==> src/rtl/spmm_pkg.sv <==
// Shared types and helpers for the sparse-by-dense streaming matrix multiplier.
// Holds the FSM state enum, the accumulator width rule and the output clamp.
package spmm_pkg;

    typedef enum logic [1:0] {
        ST_IDLE   = 2'd0,
        ST_ACCUM  = 2'd1,
        ST_OUTPUT = 2'd2
    } spmm_state_t;

    // Full-precision width: one product plus headroom for a full-length dot product.
    function automatic int spmm_acc_width(input int data_w, input int n_cols);
        return 2 * data_w + $clog2(n_cols);
    endfunction

    // Clamp a sign-extended accumulator to the signed range of a data_w-bit result.
    function automatic logic signed [63:0] spmm_saturate(input logic signed [63:0] acc,
                                                         input int data_w);
        logic signed [63:0] v_hi;
        logic signed [63:0] v_lo;
        v_hi = (64'sd1 <<< (data_w - 1)) - 64'sd1;
        v_lo = -v_hi - 64'sd1;
        if (acc > v_hi) begin
            return v_hi;
        end
        if (acc < v_lo) begin
            return v_lo;
        end
        return acc;
    endfunction

endpackage

==> src/rtl/spmm_mac_lane.sv <==
// One result column: signed multiply, full-precision accumulate, clear, output narrowing.
// Output clamps when SPMM_SATURATE_EN is defined, otherwise keeps the low DATA_WIDTH bits.
module spmm_mac_lane
    import spmm_pkg::*;
#(
    parameter int DATA_WIDTH = 8,
    parameter int ACC_WIDTH  = 20
) (
    input  logic                  clk,
    input  logic                  rst_n,
    input  logic                  i_acc_en,
    input  logic                  i_clr,
    input  logic [DATA_WIDTH-1:0] i_x,
    input  logic [DATA_WIDTH-1:0] i_w,
    output logic [DATA_WIDTH-1:0] o_res
);

    logic signed [DATA_WIDTH-1:0]   w_x;
    logic signed [DATA_WIDTH-1:0]   w_w;
    logic signed [2*DATA_WIDTH-1:0] w_prod;
    logic signed [ACC_WIDTH-1:0]    r_acc;

    assign w_x    = i_x;
    assign w_w    = i_w;
    assign w_prod = w_x * w_w;

    // Clear and accumulate never coincide: beats are refused while a result is pending.
    always_ff @(posedge clk or negedge rst_n) begin
        if (!rst_n) begin
            r_acc <= '0;
        end else if (i_clr) begin
            r_acc <= '0;
        end else if (i_acc_en) begin
            r_acc <= r_acc + ACC_WIDTH'(w_prod);
        end
    end

`ifdef SPMM_SATURATE_EN
    assign o_res = DATA_WIDTH'(spmm_saturate(64'(r_acc), DATA_WIDTH));
`else
    assign o_res = r_acc[DATA_WIDTH-1:0];
`endif

endmodule

==> src/rtl/spmm_stream.sv <==
// Streams sparse H rows (col,value beats) against a resident dense W, one result row per H row.
// Optional build macro SPMM_SATURATE_EN clamps results instead of truncating them.
module spmm_stream
    import spmm_pkg::*;
#(
    parameter int DATA_WIDTH    = 8,
    parameter int H_NUM_OF_COLS = 16,
    parameter int H_NUM_OF_ROWS = 16,
    parameter int W_NUM_OF_COLS = 8,
    parameter int ACC_WIDTH     = spmm_acc_width(DATA_WIDTH, H_NUM_OF_COLS)
) (
    input  logic                                  clk,
    input  logic                                  rst_n,
    input  logic                                  w_wr_en_i,
    input  logic [$clog2(H_NUM_OF_COLS)-1:0]      w_wr_addr_i,
    input  logic [W_NUM_OF_COLS*DATA_WIDTH-1:0]   w_wr_data_i,
    input  logic                                  nz_valid_i,
    output logic                                  nz_ready_o,
    input  logic [$clog2(H_NUM_OF_COLS)-1:0]      nz_col_idx_i,
    input  logic [DATA_WIDTH-1:0]                 nz_value_i,
    input  logic                                  nz_last_i,
    input  logic                                  nz_empty_i,
    output logic                                  res_valid_o,
    input  logic                                  res_ready_i,
    output logic [W_NUM_OF_COLS*DATA_WIDTH-1:0]   res_data_o,
    output logic [$clog2(H_NUM_OF_ROWS)-1:0]      res_row_idx_o,
    output logic                                  res_last_o,
    output logic                                  busy_o,
    output logic                                  w_err_o
);

    localparam int IDX_W = $clog2(H_NUM_OF_COLS);
    localparam int ROW_W = $clog2(H_NUM_OF_ROWS);
    localparam int RES_W = W_NUM_OF_COLS * DATA_WIDTH;

    spmm_state_t                  r_state;
    logic                         r_nz_ready;
    logic                         r_res_valid;
    logic [RES_W-1:0]             r_res_data;
    logic [ROW_W-1:0]             r_row_idx;
    logic                         r_res_last;
    logic                         r_w_err;
    logic [DATA_WIDTH-1:0]        r_w [H_NUM_OF_COLS][W_NUM_OF_COLS];

    logic                         w_accept;
    logic                         w_acc_en;
    logic                         w_clr;
    logic                         w_col_ok;
    logic                         w_busy;
    logic [RES_W-1:0]             w_lane_res;
    logic [DATA_WIDTH-1:0]        w_lane_wgt [W_NUM_OF_COLS];

    assign w_busy   = (r_state != ST_IDLE);
    assign w_accept = nz_valid_i & r_nz_ready;
    assign w_acc_en = w_accept & ~nz_empty_i;
    assign w_clr    = (r_state == ST_OUTPUT) & r_res_valid & res_ready_i;
    assign w_col_ok = (int'(nz_col_idx_i) < H_NUM_OF_COLS);

    // Weight store: writes land at the clock edge, so a beat in the same cycle reads the old row.
    always_ff @(posedge clk or negedge rst_n) begin
        if (!rst_n) begin
            for (int r = 0; r < H_NUM_OF_COLS; r++) begin
                for (int j = 0; j < W_NUM_OF_COLS; j++) begin
                    r_w[r][j] <= '0;
                end
            end
            r_w_err <= 1'b0;
        end else if (w_wr_en_i) begin
            if (w_busy) begin
                r_w_err <= 1'b1;
            end else if (int'(w_wr_addr_i) < H_NUM_OF_COLS) begin
                for (int j = 0; j < W_NUM_OF_COLS; j++) begin
                    r_w[w_wr_addr_i][j] <= w_wr_data_i[j*DATA_WIDTH +: DATA_WIDTH];
                end
            end
        end
    end

    genvar g;
    generate
        for (g = 0; g < W_NUM_OF_COLS; g++) begin : g_lane
            assign w_lane_wgt[g] = w_col_ok ? r_w[nz_col_idx_i][g] : '0;

            spmm_mac_lane #(
                .DATA_WIDTH (DATA_WIDTH),
                .ACC_WIDTH  (ACC_WIDTH)
            ) u_lane (
                .clk      (clk),
                .rst_n    (rst_n),
                .i_acc_en (w_acc_en),
                .i_clr    (w_clr),
                .i_x      (nz_value_i),
                .i_w      (w_lane_wgt[g]),
                .o_res    (w_lane_res[g*DATA_WIDTH +: DATA_WIDTH])
            );
        end
    endgenerate

    // Result is captured one cycle after entering OUTPUT, once the last product is in the lanes.
    always_ff @(posedge clk or negedge rst_n) begin
        if (!rst_n) begin
            r_state     <= ST_IDLE;
            r_nz_ready  <= 1'b0;
            r_res_valid <= 1'b0;
            r_res_data  <= '0;
            r_row_idx   <= '0;
            r_res_last  <= 1'b0;
        end else begin
            case (r_state)
                ST_IDLE, ST_ACCUM: begin
                    r_nz_ready <= 1'b1;
                    if (w_accept) begin
                        if (nz_last_i) begin
                            r_state    <= ST_OUTPUT;
                            r_nz_ready <= 1'b0;
                        end else begin
                            r_state <= ST_ACCUM;
                        end
                    end
                end
                ST_OUTPUT: begin
                    if (!r_res_valid) begin
                        r_res_valid <= 1'b1;
                        r_res_data  <= w_lane_res;
                        r_res_last  <= (r_row_idx == ROW_W'(H_NUM_OF_ROWS - 1));
                    end else if (res_ready_i) begin
                        r_res_valid <= 1'b0;
                        r_state     <= ST_IDLE;
                        r_nz_ready  <= 1'b1;
                        if (r_row_idx == ROW_W'(H_NUM_OF_ROWS - 1)) begin
                            r_row_idx <= '0;
                        end else begin
                            r_row_idx <= r_row_idx + 1'b1;
                        end
                    end
                end
                default: begin
                    r_state    <= ST_IDLE;
                    r_nz_ready <= 1'b1;
                end
            endcase
        end
    end

    assign nz_ready_o    = r_nz_ready;
    assign res_valid_o   = r_res_valid;
    assign res_data_o    = r_res_data;
    assign res_row_idx_o = r_row_idx;
    assign res_last_o    = r_res_last;
    assign busy_o        = w_busy;
    assign w_err_o       = r_w_err;

endmodule
==> config.mk <==
export PLATFORM = sky130hd
export DESIGN_NAME = spmm_stream
export DESIGN_NICKNAME = d
export VERILOG_FILES = /design/src/rtl/spmm_pkg.sv /design/src/rtl/spmm_mac_lane.sv /design/src/rtl/spmm_stream.sv
export SDC_FILE = /design/constraint.sdc
export NUM_CORES = 2
export LEC_CHECK = 0
export CORE_ASPECT_RATIO = 1.25
export CORE_MARGIN = 3
export CORE_UTILIZATION = 40
export DETAILED_ROUTE_END_ITERATION = 7
export PLACE_DENSITY_LB_ADDON = 0.08
export SETUP_SLACK_MARGIN = 0.3
export SLEW_MARGIN = 20
export SYNTH_ARGS = -nofsm -noshare
export SYNTH_HDL_FRONTEND = slang
export SYNTH_SLANG_ARGS = --single-unit
==> constraint.sdc <==
create_clock -name clk -period 11.4 [get_ports clk]
set_clock_uncertainty 0.15 [all_clocks]
set_input_delay 2.28 -clock clk [delete_from_list [all_inputs] [get_ports clk]]
set_output_delay 2.28 -clock clk [all_outputs]
set_load 0.005 [all_outputs]
==> impl_metrics.env <==
export IMPL_reg_power_share_pct=38.5
export IMPL_synthTopCellsByArea="sky130_fd_sc_hd__dfrtp_1 48%, sky130_fd_sc_hd__mux2_2 21%, sky130_fd_sc_hd__mux4_2 7.2%"
export IMPL_cts_max_level=4
export IMPL_post_synth_arst_share_pct=100.0
export IMPL_rows=158
export IMPL_cts_clk_slew_worst_paths_ps=60
export IMPL_core_area_sq_um=149100
export IMPL_setup_violations=0
export IMPL_numCtsBuffers=131
export IMPL_drt_pre_antenna_iters=8
export IMPL_synth_edf_count=0
export IMPL_fin_nets=4795
export IMPL_dp_hpwl_microns=99410
export IMPL_post_cts_buffers=0
export IMPL_setup_total_negative_slack_ps=0
export IMPL_power_switching_fraction_pct=31.23
export IMPL_fmax_ghz=0.1176
export IMPL_power_share_combinational_pct=36.2
export IMPL_rsz_0062_raised_after_global_routing="no"
export IMPL_total_leakage_power_nw=31.44
export IMPL_path_max_fanout=67
export IMPL_detail_route_drc_violations=0
export IMPL_track_usage_pct=21.74
export IMPL_placed_cells=6269
export IMPL_floorplan_initialDensity_pct=40.47
export IMPL_grt_start_max_net_pins=167
export IMPL_grt_pass1_vias=37710
export IMPL_yosys_warnings=0
export IMPL_die_area_sq_um=155500
export IMPL_overflow=0
export IMPL_root_buffer_master="sky130_fd_sc_hd__clkbuf_16"
export IMPL_synth_seq_area_share_pct=48.20
export IMPL_routed_wire_length_microns=166300
export IMPL_port_buffer_count=159
export IMPL_post_route_antenna_net_violation_count=0
export IMPL_clk_insertion_delay_late_ps=770
export IMPL_timing_worst_slew_pin_value_ps=1141
export IMPL_timing_setup_critical_path_class="in -> reg"
export IMPL_relSlewSlack_pct=23.95
export IMPL_timing_critical_path_arrival_ps=8960
export IMPL_sort_of_element_at_the_start_of_the_critical_path="primary input"
export IMPL_number_of_slew_limit_violations_in_the_final_report=0
export IMPL_ir_drop_mv=0.1548
export IMPL_report_final_hold_viol_count=0
export IMPL_required_ps=11860
export IMPL_power_frac_clock_pct=25.3
export IMPL_power_net_switching_mw=5.187
export IMPL_wl_per_cell_microns=25.58
export IMPL_synth_main_ff_cell="sky130_fd_sc_hd__dfrtp_1"
export IMPL_number_of_instances_resized_during_post_cts_repair=0
export IMPL_cts_tree="yes"
export IMPL_drive_above_1_share_pct=36.23
export IMPL_p_per_area_nw_per_um2=244.2
export IMPL_grt_first_pass_wirelength_microns=252900
export IMPL_dr_first_iter_drc_count=2034
export IMPL_max_clock_path_buffers=3
export IMPL_synth_lib_cells_used_distinct=60
export IMPL_cts_hold_buffers=0
export IMPL_grt_antenna_before_repair=17
export IMPL_crit_path_end_kind="register"
export IMPL_num_vias=35290
export IMPL_pin_count=160
export IMPL_floorplan_die_height_microns=440.2
export IMPL_layout_area_overhead_vs_synth_pct=12.70
export IMPL_netlist_area_sq_um=60320
export IMPL_period_share_pct=74.62
export IMPL_instances_no_fill=6502
export IMPL_synthDominantAreaCellType="sky130_fd_sc_hd__dfrtp_1"
export IMPL_syn_mean_instance_area_sq_um=13.92
export IMPL_outcome="complete, no violations"
export IMPL_tritoncts_num_sinks=1162
export IMPL_post_route_min_period_ps=8507
export IMPL_synth_largest_type_area_fraction_pct=48.20
export IMPL_drv_max_cap_violation_count=0
export IMPL_yosys_register_bits=1162
export IMPL_place_congestion=0.7888
export IMPL_horizontal_die_dimension_microns=353.3
export IMPL_post_synth_inst_count=4334
export IMPL_synth_fp_nets=4726
export IMPL_internal_power_mw=11.42
export IMPL_route_detailed_vias_per_inst=5.427
export IMPL_worst_hold_path_type="reg -> reg"
export IMPL_nFillCells=13630
-- power by group through the flow --
stage / clock network [mW] / logic [mW] / registers (mW)
floorplan: 0 / 4.67 / 6.20
global placement: 0 / 5.99 / 6.43
detailed placement: 0 / 6.08 / 6.46
CTS: 4.35 / 6.12 / 6.39
global route: 4.50 / 6.83 / 6.58
finish: 4.20 / 6.01 / 6.39
-- worst paths after layout --
kind / startpoint / to / slack (ps) / cells past startpoint
worst max register to register: r_w[620] / g_lane[2].u_lane.r_acc[7] / 4930 / 21
worst min register to register: w_err_o / w_err_o / 300 / 1
min in group asynchronous: rst_n / res_data_o[47] / 1430 / 1
worst max-delay path: nz_col_idx_i[0] / g_lane[3].u_lane.r_acc[7] / 2890 / 22
max in group asynchronous: rst_n / r_w[445] / 7400 / 3
worst min-delay path: w_err_o / w_err_o / 300 / 1
-- cell families (layout without fill, tap and decap cells) --
logic type	Yosys count	count (layout)	share of synthesized area, %
compound gates	244	244	2.589
xor+xnor	135	135	2.188
fa+ha+maj	305	305	8.118
buf+inv	535	697	4.157
flops	1162	1162	48.20
mux	1444	1444	31.19
other cells	0	6	0
simple gates	509	509	3.555
-- flip-flops by register name, indices dropped and copies added (netlist names) --
register / cells
nz_ready_o: 1
g_lane.u_lane.r_acc: 64
r_state: 2
res_last_o: 1
res_data_o: 64
res_valid_o: 1
r_w: 1024
w_err_o: 1
res_row_idx_o: 4
-- cells in the mapped netlist (all sizes together), types with 22 or more instances --
master and number:
a21oi 91, a22oi 38, and2 46, buf 71, clkbuf 238, dfrtp 1162, fa 144, ha 161
inv 223, mux2 1111, mux2i 106, mux4 227, nand2 305, nor2 111, o21ai 40, xnor2 103
xor2 22
-- placed cells by master (no fill, tap or decap), types with 106 or more instances in the layout --
cell / Yosys / layout
sky130_fd_sc_hd__nand2_1: 302 / 296
sky130_fd_sc_hd__clkbuf_16: 0 / 136
sky130_fd_sc_hd__mux2i_1: 106 / 106
sky130_fd_sc_hd__clkdlybuf4s50_1: 0 / 150
sky130_fd_sc_hd__ha_1: 161 / 161
sky130_fd_sc_hd__mux4_2: 192 / 192
sky130_fd_sc_hd__mux2_2: 1111 / 1111
sky130_fd_sc_hd__fa_1: 144 / 144
sky130_fd_sc_hd__inv_1: 223 / 222
sky130_fd_sc_hd__dfrtp_1: 1162 / 1162
-- routing by layer --
layer,vias up,wire length (microns),GRT usage [%]
li1,15440,-,-
met1,19030,78360,30.72
met2,576,76900,34.53
met3,237,7074,3.973
met4,8,3908,5.897
met5,-,55,0
-- final cells by class --
| cell class | instances | area, sq um | area share (%) |
|---|---|---|---|
| Inverter | 225 | 844.6 | 1.242 |
| Antenna cell | 6 | 15.01 | 0.02208 |
| Timing Repair Buffer | 246 | 2401 | 3.532 |
| Sequential cell | 1162 | 29080 | 42.77 |
| Multi-Input combinational cell | 2637 | 28900 | 42.51 |
| Clock inverter | 27 | 335.3 | 0.4932 |
| Clock buffer | 199 | 3910 | 5.751 |
| Tap cell | 2000 | 2502 | 3.681 |
-- through the flow --
step	util (%)	setup slack (ps)	hold WS, ps	area, sq um	power [mW]
floorplan	-	3161	301.0	60320	10.87
global placement	42.74	2072	286.7	63710	12.42
detailed placement	42.75	2127	293.8	63720	12.54
CTS	45.60	2926	306.6	67960	16.86
global route	45.60	2466	326.4	67970	17.90
finish	45.61	2893	302.8	67990	16.61
-- worst max-delay path, stage by stage --
cell and delay, ps:
sky130_fd_sc_hd__buf_8 590, sky130_fd_sc_hd__buf_4 620, sky130_fd_sc_hd__mux4_1 650, sky130_fd_sc_hd__a22oi_1 400, sky130_fd_sc_hd__nand2_1 280, sky130_fd_sc_hd__nand2_1 170
sky130_fd_sc_hd__fa_1 390, sky130_fd_sc_hd__inv_1 90, sky130_fd_sc_hd__fa_1 420, sky130_fd_sc_hd__ha_1 330, sky130_fd_sc_hd__fa_1 480, sky130_fd_sc_hd__ha_1 350
sky130_fd_sc_hd__ha_1 300, sky130_fd_sc_hd__a21o_1 170, sky130_fd_sc_hd__a21oi_1 180, sky130_fd_sc_hd__xnor2_1 190, sky130_fd_sc_hd__xnor2_1 170, sky130_fd_sc_hd__xnor3_1 250
sky130_fd_sc_hd__xnor2_1 160, sky130_fd_sc_hd__xnor3_1 250, sky130_fd_sc_hd__nand2_1 80, sky130_fd_sc_hd__a21oi_1 70
Power figures use the tool's default switching activity.
